===== src/rtl/uart_frame_transmitter.sv =====
// Parametrised UART transmitter: pulls one word per frame from a FIFO (empty/re)
// and serialises it LSB-first with optional parity and one or two stop bits.
module uart_frame_transmitter #(
  parameter logic [31:0] CLOCK_FREQUENCY = 32'd100_000_000,
  parameter logic [31:0] BAUD_RATE       = 32'd115200,
  parameter logic [31:0] WORD_WIDTH      = 32'd8,
  parameter logic [1:0]  PARITY_MODE     = 2'd0,
  parameter logic [31:0] STOP_BITS       = 32'd1
) (
  input  logic                  clk,
  input  logic                  rst_n,
  input  logic [WORD_WIDTH-1:0] din,
  input  logic                  empty,
  output logic                  re,
  output logic                  dout,
  output logic                  busy
);

  localparam logic [31:0] BIT_CYCLES = CLOCK_FREQUENCY / BAUD_RATE;
  localparam int TIMER_W = (BIT_CYCLES > 32'd1) ? $clog2(BIT_CYCLES) : 1;
  localparam int BIT_W   = $clog2(WORD_WIDTH + 32'd1);
  localparam logic [TIMER_W-1:0] TIMER_LAST = TIMER_W'(BIT_CYCLES - 32'd1);
  localparam logic [BIT_W-1:0]   BIT_LAST   = BIT_W'(WORD_WIDTH - 32'd1);
  localparam logic               STOP_LAST  = (STOP_BITS == 32'd2);

  if (WORD_WIDTH < 32'd5 || WORD_WIDTH > 32'd9) begin : g_bad_width
    $error("uart_frame_transmitter: WORD_WIDTH must be 5..9");
  end
  if (PARITY_MODE == 2'd3) begin : g_bad_parity
    $error("uart_frame_transmitter: PARITY_MODE 3 is illegal");
  end
  if (STOP_BITS != 32'd1 && STOP_BITS != 32'd2) begin : g_bad_stop
    $error("uart_frame_transmitter: STOP_BITS must be 1 or 2");
  end
  if (BIT_CYCLES == 32'd0) begin : g_bad_baud
    $error("uart_frame_transmitter: BAUD_RATE exceeds CLOCK_FREQUENCY");
  end

  typedef enum logic [2:0] {
    S_IDLE, S_SEND_ENABLE, S_LOAD_DATA, S_START, S_DATA, S_PARITY, S_STOP, S_WAIT
  } state_t;

  function automatic logic parity_f(input logic [WORD_WIDTH-1:0] word, input logic [1:0] mode);
    case (mode)
      2'd1:    return ^word;
      2'd2:    return ~^word;
      default: return 1'b0;
    endcase
  endfunction

  state_t                state_r, state_s;
  logic [TIMER_W-1:0]    timer_r, timer_s;
  logic [BIT_W-1:0]      bit_r, bit_s;
  logic                  stop_r, stop_s;
  logic [WORD_WIDTH-1:0] data_r, data_s, shifted_s;
  logic                  parity_r, parity_s;
  logic                  dout_r, dout_s, re_r, re_s, busy_r, busy_s;
  logic                  wrap_s;

  assign wrap_s = (timer_r == TIMER_LAST);

  // Next-state, counter and capture logic; outputs are decoded from the next state so they register in step with it
  always_comb begin
    state_s   = state_r;
    timer_s   = {TIMER_W{1'b0}};
    bit_s     = bit_r;
    stop_s    = stop_r;
    data_s    = data_r;
    parity_s  = parity_r;
    dout_s    = 1'b1;
    re_s      = 1'b0;
    busy_s    = 1'b1;
    shifted_s = {WORD_WIDTH{1'b0}};
    case (state_r)
      S_IDLE: begin
        bit_s  = {BIT_W{1'b0}};
        stop_s = 1'b0;
        if (!empty) begin
          state_s = S_SEND_ENABLE;
        end else begin
          state_s = S_IDLE;
        end
      end
      S_SEND_ENABLE: state_s = S_LOAD_DATA;
      S_LOAD_DATA: begin
        data_s   = din;
        parity_s = parity_f(din, PARITY_MODE);
        state_s  = S_START;
      end
      S_START: begin
        if (wrap_s) begin
          state_s = S_DATA;
        end else begin
          timer_s = timer_r + TIMER_W'(1);
        end
      end
      S_DATA: begin
        if (wrap_s) begin
          if (bit_r == BIT_LAST) begin
            state_s = (PARITY_MODE != 2'd0) ? S_PARITY : S_STOP;
          end else begin
            bit_s = bit_r + BIT_W'(1);
          end
        end else begin
          timer_s = timer_r + TIMER_W'(1);
        end
      end
      S_PARITY: begin
        if (wrap_s) begin
          state_s = S_STOP;
        end else begin
          timer_s = timer_r + TIMER_W'(1);
        end
      end
      S_STOP: begin
        if (wrap_s) begin
          if (stop_r == STOP_LAST) begin
            state_s = S_WAIT;
          end else begin
            stop_s = 1'b1;
          end
        end else begin
          timer_s = timer_r + TIMER_W'(1);
        end
      end
      S_WAIT:  state_s = S_IDLE;
      default: state_s = S_IDLE;
    endcase

    shifted_s = data_s >> bit_s;
    case (state_s)
      S_IDLE:        busy_s = 1'b0;
      S_SEND_ENABLE: re_s   = 1'b1;
      S_START:       dout_s = 1'b0;
      S_DATA:        dout_s = shifted_s[0];
      S_PARITY:      dout_s = parity_s;
      default:       dout_s = 1'b1;
    endcase
  end

  // State, counters, captured word and registered line outputs
  always_ff @(posedge clk or negedge rst_n) begin
    if (!rst_n) begin
      state_r  <= S_IDLE;
      timer_r  <= {TIMER_W{1'b0}};
      bit_r    <= {BIT_W{1'b0}};
      stop_r   <= 1'b0;
      data_r   <= {WORD_WIDTH{1'b0}};
      parity_r <= 1'b0;
      dout_r   <= 1'b1;
      re_r     <= 1'b0;
      busy_r   <= 1'b0;
    end else begin
      state_r  <= state_s;
      timer_r  <= timer_s;
      bit_r    <= bit_s;
      stop_r   <= stop_s;
      data_r   <= data_s;
      parity_r <= parity_s;
      dout_r   <= dout_s;
      re_r     <= re_s;
      busy_r   <= busy_s;
    end
  end

  assign dout = dout_r;
  assign re   = re_r;
  assign busy = busy_r;

endmodule


===== config.mk =====
export PLATFORM = sky130hd
export DESIGN_NAME = uart_frame_transmitter
export DESIGN_NICKNAME = d
export VERILOG_FILES = /design/src/rtl/uart_frame_transmitter.sv
export SDC_FILE = /design/constraint.sdc
export NUM_CORES = 1
export LEC_CHECK = 0
export CORE_AREA = 10 10 67 69
export CTS_CLUSTER_DIAMETER = 30
export CTS_CLUSTER_SIZE = 24
export DETAILED_ROUTE_END_ITERATION = 10
export DIE_AREA = 0 0 77 79
export GPL_ROUTABILITY_DRIVEN = 0
export GPL_TIMING_DRIVEN = 0
export PLACE_DENSITY = 0.71
export SYNTH_ARGS = -nofsm -noshare
export SYNTH_HDL_FRONTEND = slang
export SYNTH_SLANG_ARGS = --single-unit
export TNS_END_PERCENT = 10

===== constraint.sdc =====
create_clock -name clk -period 1.9 [get_ports clk]
set_input_delay 0.38 -clock clk [delete_from_list [all_inputs] [get_ports clk]]
set_output_delay 0.38 -clock clk [all_outputs]
set_load 0.02 [all_outputs]

### Yosys cells after proc, flatten, opt, wreduce, memory -nomap -nowiden

Index checks and enable logic that the tools add are counted.

* output and inout bits: 3
* bits of input ports: 11
* flip-flop bits (word level): 30
* logic and storage cells: 52

* shifts and indexed selects: 1
* mux-type cells: 21
* add/sub/neg operators: 2
* eq/ne operators: 14
* reductions and logical operators: 5

Operators with widths (number)
* $pmux 3 s8: 1
* $mux 10: 2
* $eq 3x3->1 const B: 6
* $mux 3: 6
* $add 10x1->10 const B: 1
* $eq 10x10->1 const B: 1
* $eq 3x2->1 const B: 3
* $mux 4: 2
* $mux 8: 1
* $pmux 4 s2: 1
* $shr 8x4->1: 1
* $eq 3x1->1 const B: 2
* $logic_not 3->1: 2
* $mux 1: 6
* $add 4x1->4 const B: 1
* $eq 4x3->1 const B: 1
* $reduce_or 4->1: 1
* $pmux 1 s3: 1
* $ne 2x2->1 const B: 1
* $pmux 1 s2: 1
* $reduce_and 2->1: 1
* $reduce_bool 2->1: 1

### Depth between registers and ports, before layout

* word-level depth: 6
* gate-level depth with buffers: 10
* depth with buffers taken out: 10

### Worst setup path after synthesis

OpenSTA, ideal clock, no wires.

* path type: register to register
* start: register bit_r[1]
* end: register dout_r (netlist: dout)
* cell stages (with the launch flop): 11
* path buffers: 0
* arrival time: 1.882 ns
* library setup time: 0.086 ns
* setup slack: -0.069 ns
* clock period less this slack: 1.969 ns
* path through: dfrtp_1 ha_1 nand2_1 o21ai_1 nor2_1 a221oi_4 inv_1 mux2i_1 mux2i_1 mux2i_1 o31ai_2

* cells in the longest elaborated chain, start to end: 6
* elaborated cells on any way between the ends: 13
* those cells by class: add/sub (1); eq/ne (4); shift (1); mux (7)

Ends and longest elaborated chain
* start: declaration: line 53 `logic [BIT_W-1:0] bit_r, bit_s;`
* start signal: assignment: line 146 `bit_r <= {BIT_W{1'b0}};`
* start signal: assignment: line 156 `bit_r <= bit_s;`
* $add 4x1->4 or $eq 4x3->1 (tied branches): line 102, 99
* $mux 4: line 99 `if (bit_r == BIT_LAST) begin`
* $mux 4: line 98 `if (wrap_s) begin`
* $pmux 4 s2 (*): line 74 `case (state_r)`
* via bit_s[1]: line 53
* $shr 8x4->1 (*): line 130 `shifted_s = data_s >> bit_s;`
* $pmux 1 s3 (*): line 131 `case (state_s)`
* via dout_s: line 57 `logic dout_r, dout_s, re_r, re_s, busy_r, busy_s;`
* end signal: assignment: line 160 `dout_r <= dout_s;`
* end: declaration: line 57

The timed path passes the listed nets; every way through them passes the cells marked *.
A chain may end at the register's enable or synchronous reset.

### Worst setup path in the final report

* start: register timer_r[1]
* end: register dout_r (netlist: dout)

* cells in the longest elaborated chain, start to end: 5
* elaborated cells on any way between the ends: 13
* those cells by class: eq/ne (4); shift (1); mux (8)

Ends and longest elaborated chain
* start: declaration: line 52 `logic [TIMER_W-1:0] timer_r, timer_s;`
* start signal: assignment: line 145 `timer_r <= {TIMER_W{1'b0}};`
* start signal: assignment: line 155 `timer_r <= timer_s;`
* $eq 10x10->1 (*): line 60 `assign wrap_s = (timer_r == TIMER_LAST);`
* $mux 4 (tied with other cells): line 98
* $pmux 4 s2 or $pmux 3 s8 (tied branches): line 74
* $shr 8x4->1 (tied with other cells): line 130
* $pmux 1 s3 (*): line 131
* via dout_s: line 57

Marks and branches as above.

==> impl_metrics.yaml <==
outcome:
  status: "finished, violations left"
  violations: "setup timing"
floorplan:
  rows: 21
  ioPinCount: 14
  die-area_mm2: 0.006083
  fp.coreArea_mm2: 0.003232
  die_w_um: 77
  initial_core_util: 0.4719
  die_height_um: 79
global_routing:
  grt_pass1_vias: 1140
  grtUsageTotal: 0.1059
  grt_max_degree: 31
  antenna_found_initial: 0
  grt_pass1_wl_um: 5216
  gr-total-overflow: 0
cts:
  cts_tree: "built"
  cts_max_level: 2
  clk_latency_ps: 330
  hold_buffers: 0
  cts_buffers: 5
  cts.clk_slew.worst_paths_ps: 100
  root_buffer: "clkbuf_4"
  clk_path_buf_depth: 2
  clock-sinks: 30
place:
  place_area_mm2: 0.001722
  port_buffers: 13
  dp_hpwl_um: 2202
  dp_cells: 201
logic_synthesis:
  avgSynthCellArea_um2: 10.74
  syn-cell-area_mm2: 0.001525
  yosysTopAreaCell: "dfrtp_1"
  synthArstFlopShare: 1.000
  ys_seq_elements: 30
  seq_area_frac_synth: 0.4930
  synth_cell_types: 42
  syn_nets: 155
  synth_ff_type: "dfrtp_1"
  synth_top_area_frac: 0.4758
  netlist_instances: 142
  synth_edf_count: 0
  yosysWarnings: 0
  netlist_top_cells_area: "dfrtp_1, mux2_2, mux2i_1, nor2_1, nand2_1"
timing:
  setup_viol: 1
  finalCritPeriodShare: 1.078
  drv_slew: 0
  fin_crit_ps: 2048
  layout_setup_ws_ps: -147.6
  rsz0062_at_grt: "true"
  tightest_slew_ps: 647.5
  finalClockSkew_ps: 10.75
  hold_viol_final: 0
  slew_headroom: 0.5684
  max_clock_freq_mhz: 488.4
cells_and_area:
  design_area_mm2: 0.001933
  final_common_cell: "dfrtp_1"
  diodes: 0
  final_layout_size_suffix_gt1_frac: 0.2865
  final_cells: 217
  nets: 183
  final_util: 0.5981
  final_cell_mix: "dfrtp_1, nor2_1, nand2_1, clkdlybuf4s50_1"
  fillers: 267
  areaGrowthSynthToFinish_pct: 26.74
worst_setup_path:
  reg2reg_from: "timer_r[1]"
  crit_slowest_cell: "dfrtp_1"
  arrival_ps: 2310
  cp_max_fo: 3
  cp_slowest_stage_delay_ps: 400
  required_ps: 2170
  crit_family: "multiplexers"
  path_buf_inv: 1
  crit_start: "timer_r[1]"
  cp_common_cell: "mux2i_1"
  ff2ff_path_depth: 10
  reg2reg_slack_ps: -150
  cp_cell_sequence: "ha_4 -> nor3b_4 -> and2_4 -> a21oi_2 -> a221oi_4 -> buf_4 -> mux2i_1 -> mux2i_1 -> mux2i_1 -> o31ai_2"
  start_kind: "flip-flop"
  cp.depth: 10
  critical_path_class: "flip-flop to flip-flop"
  crit_end: "dout"
  rr_endpoint: "dout"
  crit_path_end_kind: "flip-flop"
drt:
  drt.antenna.violating_nets: 0
  wl_um: 3073
  drtIter0Drc: 97
  wire_per_inst_um: 14.16
  drtPass1Iterations: 4
  via_per_inst: 5.244
  drc: 0
  vias: 1138
min_path:
  hold_path.class: "input port to async pin"
pwr:
  vdd_ir_drop_max_v: 0.0004397
  p_leak_uw: 0.0008346
  power.total_uw: 1360
  power.density_mw_per_mm2: 703.4
job:
  drv_cap: 0
state kept, by name, summed over array words and instances, names as in the netlist:
name	cells
bit_r	4
dout	1
re	1
timer_r	10
parity_r	1
stop_r	1
busy	1
data_r	8
state_r	3
per-layer routing:
metal	GRT usage	wire (µm)
met5	0	0
met4	0.05109	73
met3	0.04167	158
met2	0.1669	1448
met1	0.1244	1392
per-stage QoR:
step	setup TNS [ps]	worst slack, ps	hold slack, ps
floorplan	-61.02	-61.02	84.41
detailed placement	-2463	-348.6	478.7
finish	-147.6	-147.6	66.26
global placement	-813.8	-298.1	466.7
CTS	-243.1	-218.4	500.0
global route	-393.2	-252.6	89.91
cell families (layout without fill, tap and decap cells):
kind of cell             after synthesis  after routing  share of synthesized area
multiplexers                          17             17                     0.1190
XOR/XNOR                               7              7                    0.04020
flip-flops                            30             30                     0.4930
AO/OA/AOI/OAI                         25             25                     0.1206
buffers and inverters                  7             36                    0.02133
AND/OR/NAND/NOR                       54             54                     0.1895
adder cells (fa/ha/maj)                2              2                    0.01640
cells in the mapped netlist (3+ instances only):
cell type and n:
mux2i_1 8, o21ai_0 5, nor2b_1 4, nor2_1 15
nand2_1 14, xor2_1 3, xnor2_1 4, mux2_2 9
inv_1 4, and3_1 4, a21oi_1 6, dfrtp_1 29
nand3_1 4
power by group:
part           total, µW  internal [µW]  switching, µW
Sequential           648            646           1.97
Clock                664            446            218
Combinational       47.1           26.1           20.9
worst min-delay path by stage:
stage / start / endpoint / slack, ps / cells past startpoint
3_3_place_gp: stop_r / stop_r / 470 / 1
3_5_place_dp: stop_r / stop_r / 480 / 1
4_1_cts: stop_r / stop_r / 500 / 1
2_1_floorplan: rst_n / bit_r[0] / 80 / 0
6_report: rst_n / state_r[0] / 70 / 1
5_1_grt: rst_n / re / 90 / 1
layout make-up:
class	instances	area (µm²)	area share
plain buffers	3	17.52	0.009062
clock buffers	6	51.30	0.02654
clock inverters	2	60.06	0.03107
inverters	4	15.01	0.007767
multi-input cells	105	792.0	0.4097
flip-flops and latches	30	754.5	0.3903
well taps	46	57.56	0.02977
repair buffers	21	185.2	0.09579
worst register-to-register path, cell delays in order (launching register included):
cell and delay (ps):
dfrtp_1 400, ha_4 150, nor3b_4 190, and2_4 200, a21oi_2 70, a221oi_4 250, buf_4 180, mux2i_1 180
mux2i_1 90, mux2i_1 210, o31ai_2 80
timing repair:
action / CTS / global route
cloned: 0 / 0
resized for setup: 6 / 4
endpoints found under the hold margin: 0 / 0
buffers inserted: 7 / 1
pin swaps: 5 / 5
setup endpoints to repair: 3 / 3
(Power assumes the default switching activity.)
